===== src/rtl/axi_pkg.sv =====
// axi_pkg: shared types and constants for the AXI write arbiter.
// Holds the FSM state enum, master count, default output delay and a one-hot to index helper.
package axi_pkg;
  typedef enum logic [1:0] {IDLE, AW, W, B} state_t;
  localparam int NUM_M   = 4;
  localparam int TCO_DEF = 1;
  function automatic logic [1:0] oh2idx(input logic [3:0] oh);
    return {oh[3] | oh[2], oh[3] | oh[1]};
  endfunction
endpackage


===== src/rtl/axi_rr_pick.sv =====
// axi_rr_pick: combinational round-robin picker.
// Ports: req (request vector), ptr (highest-priority index), gnt (one-hot winner), valid (any request).
module axi_rr_pick
  import axi_pkg::*;
(
  input  logic [NUM_M-1:0] req,
  input  logic [1:0]       ptr,
  output logic [NUM_M-1:0] gnt,
  output logic             valid
);
  // Walk from the farthest offset down so the requester closest to ptr is written last and wins.
  always_comb begin
    gnt = '0;
    for (int i = NUM_M - 1; i >= 0; i--) begin
      if (req[ptr + 2'(i)]) begin
        gnt = '0;
        gnt[ptr + 2'(i)] = 1'b1;
      end
    end
  end
  assign valid = |req;
endmodule


===== src/rtl/axi_write_arbiter.sv =====
// axi_write_arbiter: four-master round-robin AXI write-channel arbiter with burst checking and stall watchdog.
// Inputs: ACLK, ARESETn, m0..m3_AWVALID, s_AWREADY, m_AWLEN, m_WVALID, m_WLAST, m_BREADY, s_WREADY, s_BVALID.
// Outputs (all registered): m0..m3_wgrnt (one-hot grant), busy, err_wlast (pulse), timeout (pulse).
module axi_write_arbiter
  import axi_pkg::*;
#(
  parameter int TCO         = TCO_DEF,
  parameter int TIMEOUT_CYC = 1024
) (
  input  logic       ACLK,
  input  logic       ARESETn,
  input  logic       m0_AWVALID,
  input  logic       m1_AWVALID,
  input  logic       m2_AWVALID,
  input  logic       m3_AWVALID,
  input  logic       s_AWREADY,
  input  logic [7:0] m_AWLEN,
  input  logic       m_WVALID,
  input  logic       m_WLAST,
  input  logic       m_BREADY,
  input  logic       s_WREADY,
  input  logic       s_BVALID,
  output logic       m0_wgrnt,
  output logic       m1_wgrnt,
  output logic       m2_wgrnt,
  output logic       m3_wgrnt,
  output logic       busy,
  output logic       err_wlast,
  output logic       timeout
);
  state_t      state_q, state_d;
  logic [3:0]  grant_q, grant_d, pick_gnt, awvalid;
  logic [1:0]  rr_ptr_q, rr_ptr_d;
  logic [7:0]  beat_cnt_q, beat_cnt_d;
  logic [15:0] stall_cnt_q, stall_cnt_d;
  logic        busy_q, busy_d, err_q, err_d, to_q, to_d;
  logic        pick_valid, aw_hs, w_hs, b_hs, hs, expire;
  logic        unused_tco;
  // TCO only models clock-to-out delay in simulation; synthesizable logic carries no delay.
  assign unused_tco = (TCO > 0);
  assign awvalid = {m3_AWVALID, m2_AWVALID, m1_AWVALID, m0_AWVALID};
  axi_rr_pick u_pick (
    .req  (awvalid),
    .ptr  (rr_ptr_q),
    .gnt  (pick_gnt),
    .valid(pick_valid)
  );
  assign aw_hs  = (state_q == AW) && |(grant_q & awvalid) && s_AWREADY;
  assign w_hs   = (state_q == W) && m_WVALID && s_WREADY;
  assign b_hs   = (state_q == B) && s_BVALID && m_BREADY;
  assign hs     = aw_hs || w_hs || b_hs;
  assign expire = (state_q != IDLE) && !hs && (stall_cnt_q == 16'(TIMEOUT_CYC - 1));
  always_comb begin
    state_d    = state_q;
    grant_d    = grant_q;
    rr_ptr_d   = rr_ptr_q;
    beat_cnt_d = beat_cnt_q;
    err_d      = 1'b0;
    to_d       = 1'b0;
    case (state_q)
      IDLE: if (pick_valid) begin
        grant_d = pick_gnt;
        state_d = AW;
      end
      AW: if (aw_hs) begin
        beat_cnt_d = m_AWLEN;
        state_d    = W;
      end
      W: if (w_hs) begin
        // WLAST must be high exactly on the beat that finds the counter already at zero.
        err_d      = (beat_cnt_q == 8'd0) ? !m_WLAST : m_WLAST;
        beat_cnt_d = (beat_cnt_q == 8'd0) ? 8'd0 : beat_cnt_q - 8'd1;
        state_d    = (beat_cnt_q == 8'd0) ? B : W;
      end
      B: if (b_hs) state_d = IDLE;
      default: state_d = IDLE;
    endcase
    if (expire) begin
      state_d = IDLE;
      to_d    = 1'b1;
    end
    // Completion and abort both release the grant and move priority past the served master.
    if (state_q != IDLE && state_d == IDLE) begin
      grant_d  = '0;
      rr_ptr_d = oh2idx(grant_q) + 2'd1;
    end
    stall_cnt_d = (state_q == IDLE || state_d == IDLE || hs) ? 16'd0 : stall_cnt_q + 16'd1;
    busy_d      = (state_d != IDLE);
  end
  always_ff @(posedge ACLK or negedge ARESETn) begin
    if (!ARESETn) begin
      state_q     <= IDLE;
      grant_q     <= '0;
      rr_ptr_q    <= '0;
      beat_cnt_q  <= '0;
      stall_cnt_q <= '0;
      busy_q      <= 1'b0;
      err_q       <= 1'b0;
      to_q        <= 1'b0;
    end else begin
      state_q     <= state_d;
      grant_q     <= grant_d;
      rr_ptr_q    <= rr_ptr_d;
      beat_cnt_q  <= beat_cnt_d;
      stall_cnt_q <= stall_cnt_d;
      busy_q      <= busy_d;
      err_q       <= err_d;
      to_q        <= to_d;
    end
  end
  assign {m3_wgrnt, m2_wgrnt, m1_wgrnt, m0_wgrnt} = grant_q;
  assign busy      = busy_q;
  assign err_wlast = err_q;
  assign timeout   = to_q;
endmodule


===== config.mk =====
export PLATFORM = sky130hd
export DESIGN_NAME = axi_write_arbiter
export DESIGN_NICKNAME = d
export VERILOG_FILES = /design/src/rtl/axi_pkg.sv /design/src/rtl/axi_rr_pick.sv /design/src/rtl/axi_write_arbiter.sv
export SDC_FILE = /design/constraint.sdc
export NUM_CORES = 1
export LEC_CHECK = 0
export CAP_MARGIN = 20
export CORE_ASPECT_RATIO = 0.7
export CORE_UTILIZATION = 25
export CTS_CLUSTER_DIAMETER = 40
export CTS_CLUSTER_SIZE = 24
export DETAILED_ROUTE_END_ITERATION = 10
export GPL_TIMING_DRIVEN = 0
export PLACE_DENSITY_LB_ADDON = 0.12
export SLEW_MARGIN = 20
export SYNTH_ARGS = -nofsm -noshare
export SYNTH_HDL_FRONTEND = slang
export SYNTH_SLANG_ARGS = --single-unit
export TNS_END_PERCENT = 100

===== constraint.sdc =====
create_clock -name ACLK -period 1.99 [get_ports ACLK]
set_input_delay 0.199 -clock ACLK [delete_from_list [all_inputs] [get_ports ACLK]]
set_output_delay 0.199 -clock ACLK [all_outputs]
set_load 0.02 [all_outputs]

==> run_results.csv, run 1 <==
group,metric,value,unit
detailed_routing,dr.pass1.iters,4,
clock_tree,clkTransAtPathRegs,50,ps
die,die_h,80.5,µm
logic_synthesis,yosys_most_used_dff,"dfrtp_1",
logic_synthesis,yosys_warnings,0,
timing,timing.slew.headroom,68.6,%
logic_synthesis,yosys.area_share.simple,23.9,%
pwr,leakagePower,1.19,nW
logic_synthesis,synth-compound-area-share,15.2,%
placed_design,place.gp.congestion,0.798,
min_path,hold_path_class,"input port to async pin",
logic_synthesis,avgSynthCellArea,9.83,µm²
clock_tree,cts_tree,"yes",
detailed_routing,via_count,1801,
clock_tree,htreeDepth,2,
logic_synthesis,syn_nets,255,
logic_synthesis,seq_area_frac_synth,39.8,%
timing,whs,275,ps
global_route,grtUsageMet3,3.62,%
global_route,grt.busiest_layer,"met1",
global_route,track_usage,12.5,%
finish,fin_nets,301,
detailed_routing,postRouteWirelength,5360,µm
placed_design,portBuffers,26,
die,coreArea,8480,µm²
finish,final_core_util,34.8,%
critical_path,required,2160,ps
clock_tree,cts-root-buf,"clkbuf_16",
timing,rsz0062_at_grt,"true",
critical_path,r2r_start,"stall_cnt_q[14]$_DFF_PN0_",
detailed_routing,drtAntennaViolNets,0,
logic_synthesis,synth.most_common_cell,"dfrtp_1",
clock_tree,numCtsBuffers,5,
clock_tree,clk-insertion-delay-late,280,ps
finish,antennaDiodeCount,0,
global_route,grtUsageMet2,16.0,%
logic_synthesis,syn_area,2200,µm²
timing,tns,0,ps
critical_path,cp-end-kind,"flip-flop",
logic_synthesis,synthTopCellsByCount,"35 x dfrtp_1, 30 x nor2_1, 13 x nand3_1, 12 x nand2_1, 11 x ha_1",
run_status,status,"complete, no violations",
timing,fin_skew,3.02,ps
global_route,grt_pass1_vias,1704,
global_route,use_met1,18.9,%
global_route,overflow,0,
logic_synthesis,synth-edff-count,0,
finish,fillers,904,
placed_design,dp_hpwl,3830,µm
die,row_count,28,
finish,area.growth.synth_to_final,34.1,%
logic_synthesis,yosys.area.top_type,"dfrtp_1",
logic_synthesis,synth.area.top_cells,"dfrtp_1 40%, ha_1 6.3%, nor2_1 5.1%",
die,io-pin-count,27,
critical_path,startpoint_type,"flip-flop",
timing,hold_viol_final,0,
timing,min_period,1970,ps
critical_path,worstPathArrival,2140,ps
detailed_routing,first_iter_violations,65,
die,start_util,26.0,%
logic_synthesis,ys_seq_elements,35,
die,fp.dieArea,9190,µm²
global_route,antenna_found_initial,0,
logic_synthesis,synthXorXnorAreaFrac,6.37,%
critical_path,crit_start,"stall_cnt_q[14]$_DFF_PN0_",
global_route,grt_pass1_wl,8690,µm
logic_synthesis,ys_async_sr_fraction,100,%
logic_synthesis,synth_top_family_by_area,"simple AND/OR/NAND/NOR gates",
detailed_routing,drc_errors,0,
timing,timing.fmax,507,MHz
critical_path,cp_max_fo,4,
detailed_routing,via_per_inst,4.61,
logic_synthesis,muxShareOfSynthArea,5.46,%
logic_synthesis,postSynthCellCount,224,
detailed_routing,routedWlPerCell,13.7,µm
die,fp.dieW,114,µm
timing,timing.final.crit_share,99.0,%
logic_synthesis,synth_top_area_share,39.8,%
finish,drive_above_1_share,21.0,%
pwr,worst_ir_drop_vdd,0.000287,V
timing,tightest_slew,467,ps
global_route,grt_max_degree,31,
pwr,p_per_area,1240,nW/µm²
critical_path,crit_type,"flip-flop to flip-flop",
logic_synthesis,synthAdderAreaFrac,6.25,%
logic_synthesis,synth_cell_types,51,
clock_tree,cts.sink_count,35,
timing,setup_viol,0,
run,maxCapViolations,0,
clock_tree,cts_buffer_depth,2,
timing,maxSlewViolCount,0,
state kept, by name, indices dropped and copies added (netlist names):
| name | cells |
|---|---|
| rr_ptr_q | 2 |
| timeout | 1 |
| beat_cnt_q | 8 |
| err_wlast | 1 |
| grant_q | 4 |
| busy | 1 |
| stall_cnt_q | 16 |
| state_q | 2 |
timing repair:
| action | in CTS | in global routing |
|---|---|---|
| buffers inserted | 7 | 7 |
| hold buffers | 1 | 0 |
| pin swaps | 7 | 9 |
| endpoints found under the setup margin | 18 | 21 |
| gates resized for setup | 5 | 12 |
| hold endpoints to repair | 35 | 0 |
per-layer routing:
layer	part of all wire, %	vias to the layer above
met3	3.8	8
met2	39	21
met5	0	-
met4	1.4	0
li1	-	920
met1	56	852
through the flow:
step,area [µm²],total power [W],worst slack [ps],cells
global placement,2630,0.00270,-294,370
detailed placement,2650,0.00270,-305,371
global route,2950,0.00392,-68.7,391
finish,2950,0.00365,19.1,391
floorplan,2220,0.00224,18.4,224
CTS,2870,0.00362,-30.8,386
power by group:
group          switching [W]  total, W  internal [W]
logic               0.000907   0.00171      0.000801
registers           0.000215   0.00111      0.000897
clock network       0.000295  0.000827      0.000533
total                0.00142   0.00365       0.00223
cell families after synthesis:
kind of cell    count (synthesis)
flops                          35
fa+ha+maj                      11
compound gates                 47
simple gates                   95
mux                             6
xor+xnor                       16
buf+inv                        14
layout make-up:
| class | count | area [µm²] | area share, % |
|---|---|---|---|
| plain buffers | 3 | 15.0 | 0.509 |
| clock buffers | 8 | 156 | 5.30 |
| inverters | 8 | 30.0 | 1.02 |
| multi-input cells | 175 | 1330 | 44.9 |
| flip-flops and latches | 35 | 880 | 29.8 |
| well taps | 120 | 150 | 5.09 |
| repair buffers | 42 | 394 | 13.4 |
final timing paths:
| kind | to | slack [ps] | cells after the start |
|---|---|---|---|
| hold reg to reg | beat_cnt_q[7]$_DFFE_PN0P_ | 510 | 1 |
| setup reg to reg | rr_ptr_q[1]$_DFFE_PN0N_ | 20 | 5 |
| min in group ACLK | beat_cnt_q[7]$_DFFE_PN0P_ | 510 | 1 |
| max in group asynchronous | stall_cnt_q[10]$_DFF_PN0_ | 1310 | 3 |
| setup / recovery | rr_ptr_q[1]$_DFFE_PN0N_ | 20 | 5 |
| hold / removal | beat_cnt_q[4]$_DFFE_PN0P_ | 280 | 2 |
cell usage in the layout, fill, tap and decap left out, drive strengths merged, types with 5 or more instances in the layout:
cell type	instances
nor2	30
or3	5
a31oi	5
xor2	8
o21ai	11
inv	8
nand3	14
dfrtp	35
a21oi	9
clkbuf	10
ha	11
nand2	14
clkdlybuf4s50	25
nand2b	6
buf	17
nand4	5
xnor2	8
worst max-delay path: stages, from the launching register on:
cell and delay [ps]:
dfrtp_1 390, or4_4 560, nor4_4 320, o211ai_2 150, nand2_4 120, mux2_4 300
Note: power is estimated with default switching activity, not from simulation.
==> inputs of run 2 (changes only) <==
- SETUP_SLACK_MARGIN: not set -> 0.05
==> run 2 against run 1 <==
Net effect: maximum frequency about the same; via count increased by 5.6%; critical path depth is 3 higher; clock skew up 6.4 ps; cell count rose by 1.5%; hold slack better by 88 ps; combinational power grew 18%; first-iteration DRC count up 26%; register-to-register slack hardly changed; wire length is 3.9% higher; critical path type unchanged; largest cell class unchanged; largest power group unchanged.
==> run_results.csv, run 2 (synthesis results as in run 1) <==
group,metric,value,unit
detailed_routing,first_iter_violations,82,
timing,timing.slew.headroom,63.5,%
die,fp.dieW,114,µm
die,start_util,26.0,%
critical_path,r2r-end,"stall_cnt_q[11]$_DFF_PN0_",
timing,timing.fmax,508,MHz
placed_design,portBuffers,26,
pwr,power.internal,0.00254,W
finish,final_common_cell,"dfrtp_1",
finish,finalNonFillerCells,397,
die,fp.dieArea,9190,µm²
clock_tree,cts-root-buf,"clkbuf_16",
die,coreArea,8480,µm²
timing,hold_viol_final,0,
critical_path,worstPathArrival,2140,ps
run,maxCapViolations,0,
critical_path,crit_type,"flip-flop to flip-flop",
finish,most-common-layout-cells,"32 x dfrtp_1, 26 x nor2_1, 25 x clkdlybuf4s50_1",
global_route,grt_pass1_wl,9000,µm
timing,tightest_slew,541,ps
clock_tree,clkTransAtPathRegs,60,ps
finish,antennaDiodeCount,0,
detailed_routing,via_per_inst,4.79,
timing,timing.final.crit_share,99.0,%
finish,multi_input_area,1360,µm²
detailed_routing,drc_errors,0,
clock_tree,cts_buffer_depth,2,
clock_tree,cts.sink_count,35,
pwr,pwr-share-seq,27.5,%
clock_tree,htreeDepth,2,
die,io-pin-count,27,
min_path,hold_path_class,"input port to async pin",
timing,tns,0,ps
detailed_routing,routedWlPerCell,14.0,µm
die,row_count,28,
finish,ff_latch_area,880,µm²
critical_path,r2r_start,"stall_cnt_q[0]$_DFF_PN0_",
placed_design,place.gp.congestion,0.769,
global_route,antenna_found_initial,0,
pwr,p_switching,0.00151,W
pwr,total_power,0.00405,W
pwr,power_frac_clock,22.9,%
pwr,p_comb_share,49.6,%
timing,maxSlewViolCount,0,
timing,fin_skew,9.39,ps
critical_path,r2r_cells,8,
pwr,p_sw_share,37.3,%
run_status,status,"complete, no violations",
detailed_routing,drtAntennaViolNets,0,
timing,whs,363,ps
clock_tree,cts_tree,"yes",
timing,min_period,1970,ps
finish,largest_reg_flops,16,
global_route,grt_max_degree,23,
global_route,overflow,0,
global_route,track_usage,12.9,%
clock_tree,clk-insertion-delay-late,280,ps
critical_path,cp-end-kind,"flip-flop",
pwr,p_per_area,1310,nW/µm²
detailed_routing,via_count,1902,
finish,fin_nets,307,
finish,reg.largest.list,"stall_cnt_q: 16 flops, beat_cnt_q: 8 flops, grant_q: 4 flops",
finish,area.growth.synth_to_final,40.7,%
critical_path,required,2160,ps
detailed_routing,dr.pass1.iters,4,
critical_path,cp_max_fo,5,
placed_design,dp.cells,371,
finish,regMostFlops,"stall_cnt_q",
timing,setup_viol,0,
die,die_h,80.5,µm
placed_design,dp_hpwl,3850,µm
timing,rsz0062_at_grt,"true",
pwr,leakagePower,1.24,nW
finish,fillers,881,
pwr,worst_ir_drop_vdd,0.000327,V
critical_path,r2r_slack,20,ps
finish,drive_above_1_share,23.8,%
critical_path,startpoint_type,"flip-flop",
global_route,grt_pass1_vias,1718,
detailed_routing,postRouteWirelength,5570,µm
clock_tree,numCtsBuffers,5,
## run 2: changes by cell type in the layout (fill, tap and decap cells not counted), sizes merged
cell	delta
buf	+5
clkinv	+1
clkbuf	-1
bufinv	+1
## run 2: routing by layer
layer | track usage, % | wire length [µm]
met5 | 0 | 0
met3 | 3.92 | 350
met2 | 17.0 | 2210
met4 | 4.68 | 76
met1 | 19.1 | 2930
## run 2: power groups by stage
stage | clock, W | combinational, W | sequential, W
after global routing | 0.000981 | 0.00220 | 0.00115
after global placement | 0 | 0.00158 | 0.00114
after CTS | 0.000957 | 0.00170 | 0.00110
after detailed placement | 0 | 0.00156 | 0.00113
after floorplan | 0 | 0.00113 | 0.00111
final | 0.000926 | 0.00201 | 0.00112
## run 2: per-stage QoR
| step | utilization, % | setup slack [ps] | instance area [µm²] |
|---|---|---|---|
| 3_5_place_dp | 31.2 | -333 | 2650 |
| 2_1_floorplan | - | 37.7 | 2220 |
| 5_1_grt | 36.5 | -87.8 | 3100 |
| 6_report | 36.5 | 20.2 | 3100 |
| 4_1_cts | 34.5 | 16.4 | 2920 |
| 3_3_place_gp | 31.1 | -308 | 2630 |
## run 2: repair_timing
action	4_1_cts	5_1_grt
pin swaps	5	12
endpoints found under the setup margin	23	24
hold buffers	1	0
gates resized for setup	7	17
cloned	0	1
setup buffers	9	8
endpoints found under the hold margin	13	0
## run 2: cell type report
cell class / count / area share [%]
Multi-Input combinational cell: 175 / 44.0
Sequential cell: 35 / 28.4
Timing Repair Buffer: 46 / 14.5
Tap cell: 120 / 4.85
Clock buffer: 6 / 4.48
Buffer: 5 / 1.45
Clock inverter: 2 / 1.13
Inverter: 8 / 1.13
## run 2: worst max-delay path by stage
stage / start / endpoint / slack [ps] / cells after the start
3_3_place_gp: m2_AWVALID / beat_cnt_q[1]$_DFFE_PN0P_ / -310 / 7
4_1_cts: stall_cnt_q[10]$_DFF_PN0_ / rr_ptr_q[1]$_DFFE_PN0N_ / 20 / 5
6_report: stall_cnt_q[0]$_DFF_PN0_ / stall_cnt_q[11]$_DFF_PN0_ / 20 / 8
5_1_grt: stall_cnt_q[0]$_DFF_PN0_ / stall_cnt_q[13]$_DFF_PN0_ / -90 / 8
2_1_floorplan: rr_ptr_q[0]$_DFFE_PN0N_ / grant_q[0]$_DFFE_PN0P_ / 40 / 7
3_5_place_dp: m2_AWVALID / beat_cnt_q[1]$_DFFE_PN0P_ / -330 / 7
## run 2: critical path, cell delays in order, from the launching register on
cell	delay [ps]
dfrtp_1	410
ha_4	170
nand3_4	80
or3_4	410
nor4_4	290
or3_1	160
buf_6	130
clkbuf_16	150
nor2_2	40
==> inputs of run 3 (changes only) <==
- CORE_MARGIN: not set -> 2
==> run 3 against run 2 <==
Net effect: clock-buffer cell count grew 1; maximum frequency grew 0.69%; cell count is the same; highest routed layer unchanged.
==> run_results.csv, run 3 (synthesis results as in run 1) <==
group,metric,value,unit
run_status,status,"complete, no violations",
die,fp.dieArea,9580,µm²
finish,fillers,852,
clock_tree,cts_buffer_depth,2,
detailed_routing,dr.pass1.iters,4,
clock_tree,clk-insertion-delay-late,270,ps
critical_path,startpoint_type,"flip-flop",
timing,hold_viol_final,0,
critical_path,cp_max_fo,3,
timing,timing.slew.headroom,66.8,%
critical_path,crit_family,"simple AND/OR/NAND/NOR gates",
timing,maxSlewViolCount,0,
placed_design,dp.cells,371,
finish,most-common-layout-cells,"31 x dfrtp_1, 30 x nor2_1, 22 x clkdlybuf4s50_1",
clock_tree,cts-root-buf,"clkbuf_16",
finish,final_core_util,35.8,%
finish,regMostFlops,"stall_cnt_q",
run,maxCapViolations,0,
clock_tree,cts.sink_count,35,
timing,rsz0062_at_grt,"true",
timing,tns,0,ps
critical_path,slowest_delay,550,ps
timing,setup_viol,0,
finish,final_common_cell,"dfrtp_1",
global_route,grt_max_degree,27,
critical_path,crit_buf_inv,0,
detailed_routing,via_per_inst,4.74,
finish,largest_reg_flops,16,
die,row_count,28,
placed_design,placed_cell_area,2650,µm²
detailed_routing,postRouteWirelength,5570,µm
timing,min_period,1960,ps
finish,finalNonFillerCells,397,
placed_design,dp_hpwl,3850,µm
global_route,grt_pass1_wl,8950,µm
critical_path,worstPathArrival,2110,ps
placed_design,portBuffers,26,
global_route,overflow,0,
die,fp.dieW,116,µm
global_route,track_usage,12.1,%
die,coreArea,8510,µm²
die,io-pin-count,27,
detailed_routing,drtAntennaViolNets,0,
critical_path,crit_slowest_cell,"or4bb_1",
timing,fin_ws,33.8,ps
critical_path,crit_chain,"or4bb_1 -> nor4_4 -> o211ai_2 -> nand2_4 -> mux2_4",
clock_tree,clkTransAtPathRegs,60,ps
timing,fin_skew,7.54,ps
pwr,p_per_area,1250,nW/µm²
clock_tree,cts_tree,"yes",
die,die_h,82.5,µm
global_route,grt_pass1_vias,1742,
placed_design,place.gp.congestion,0.780,
finish,drive_above_1_share,23.1,%
finish,antennaDiodeCount,0,
timing,timing.fmax,511,MHz
detailed_routing,routedWlPerCell,14.0,µm
placed_design,dp_worst_setup_slack,-299,ps
critical_path,crit_type,"flip-flop to flip-flop",
clock_tree,htreeDepth,2,
clock_tree,numCtsBuffers,5,
finish,final_area,3050,µm²
critical_path,cp-end-kind,"flip-flop",
global_route,antenna_found_initial,0,
finish,area.growth.synth_to_final,38.7,%
pwr,leakagePower,1.25,nW
detailed_routing,via_count,1881,
die,start_util,25.9,%
finish,fin_nets,307,
min_path,hold_path_class,"input port to async pin",
timing,tightest_slew,493,ps
timing,timing.final.crit_share,98.3,%
finish,reg.largest.list,"stall_cnt_q: 16 flops, beat_cnt_q: 8 flops, grant_q: 4 flops",
detailed_routing,drc_errors,0,
pwr,worst_ir_drop_vdd,0.000443,V
detailed_routing,first_iter_violations,97,
critical_path,required,2150,ps
==> run 3: report_power, final <==
part | leakage [nW] | internal (W) | total [W] | switching, W
Clock | 0.0761 | 0.000532 | 0.000826 | 0.000293
Combinational | 0.724 | 0.000912 | 0.00185 | 0.000942
Sequential | 0.450 | 0.000901 | 0.00113 | 0.000228
==> run 3: timing repair <==
action / 4_1_cts / 5_1_grt
hold buffers: 1 / 0
pin swaps: 9 / 7
buffers inserted: 8 / 10
hold endpoints to repair: 9 / 0
resized for setup: 7 / 21
setup endpoints to repair: 23 / 26
gates cloned: 0 / 0
==> run 3: stage by stage <==
stage / hold slack, ps / power, W
3_3_place_gp: 478 / 0.00272
5_1_grt: 363 / 0.00411
6_report: 339 / 0.00381
2_1_floorplan: -96.6 / 0.00225
3_5_place_dp: 94.5 / 0.00270
4_1_cts: 340 / 0.00364
==> run 3: worst register-to-register path: stages (launching register included) <==
cell,delay (ps)
dfrtp_1,390
or4bb_1,550
nor4_4,330
o211ai_2,160
nand2_4,110
mux2_4,290
==> run 3: cell type report <==
cell class / instances / area [µm²] / share of cell area [%]
Multi-Input combinational cell: 175 / 1350 / 44.2
Sequential cell: 35 / 881 / 28.9
Timing Repair Buffer: 46 / 432 / 14.1
Clock buffer: 7 / 153 / 5.00
Tap cell: 120 / 150 / 4.92
Buffer: 5 / 46.3 / 1.52
Inverter: 8 / 35.0 / 1.15
Clock inverter: 1 / 7.51 / 0.246
==> run 3: final timing paths <==
check	from	end	slack, ps	cells after the start
setup / recovery	stall_cnt_q[15]$_DFF_PN0_	rr_ptr_q[1]$_DFFE_PN0N_	30	5
hold / removal	ARESETn	grant_q[0]$_DFFE_PN0P_	340	2
setup reg to reg	stall_cnt_q[15]$_DFF_PN0_	rr_ptr_q[1]$_DFFE_PN0N_	30	5
hold reg to reg	beat_cnt_q[7]$_DFFE_PN0P_	beat_cnt_q[7]$_DFFE_PN0P_	520	1
max in group asynchronous	ARESETn	rr_ptr_q[1]$_DFFE_PN0N_	1210	3
min in group ACLK	beat_cnt_q[7]$_DFFE_PN0P_	beat_cnt_q[7]$_DFFE_PN0P_	520	1
==> run 3: metal layers <==
metal / global-route usage, % / vias to the layer above / routed length [µm]
met2: 17.5 / 32 / 2320
met4: 2.86 / 0 / 27
met3: 2.92 / 2 / 235
met1: 18.2 / 924 / 2990
li1: - / 923 / -
met5: 0 / - / 0
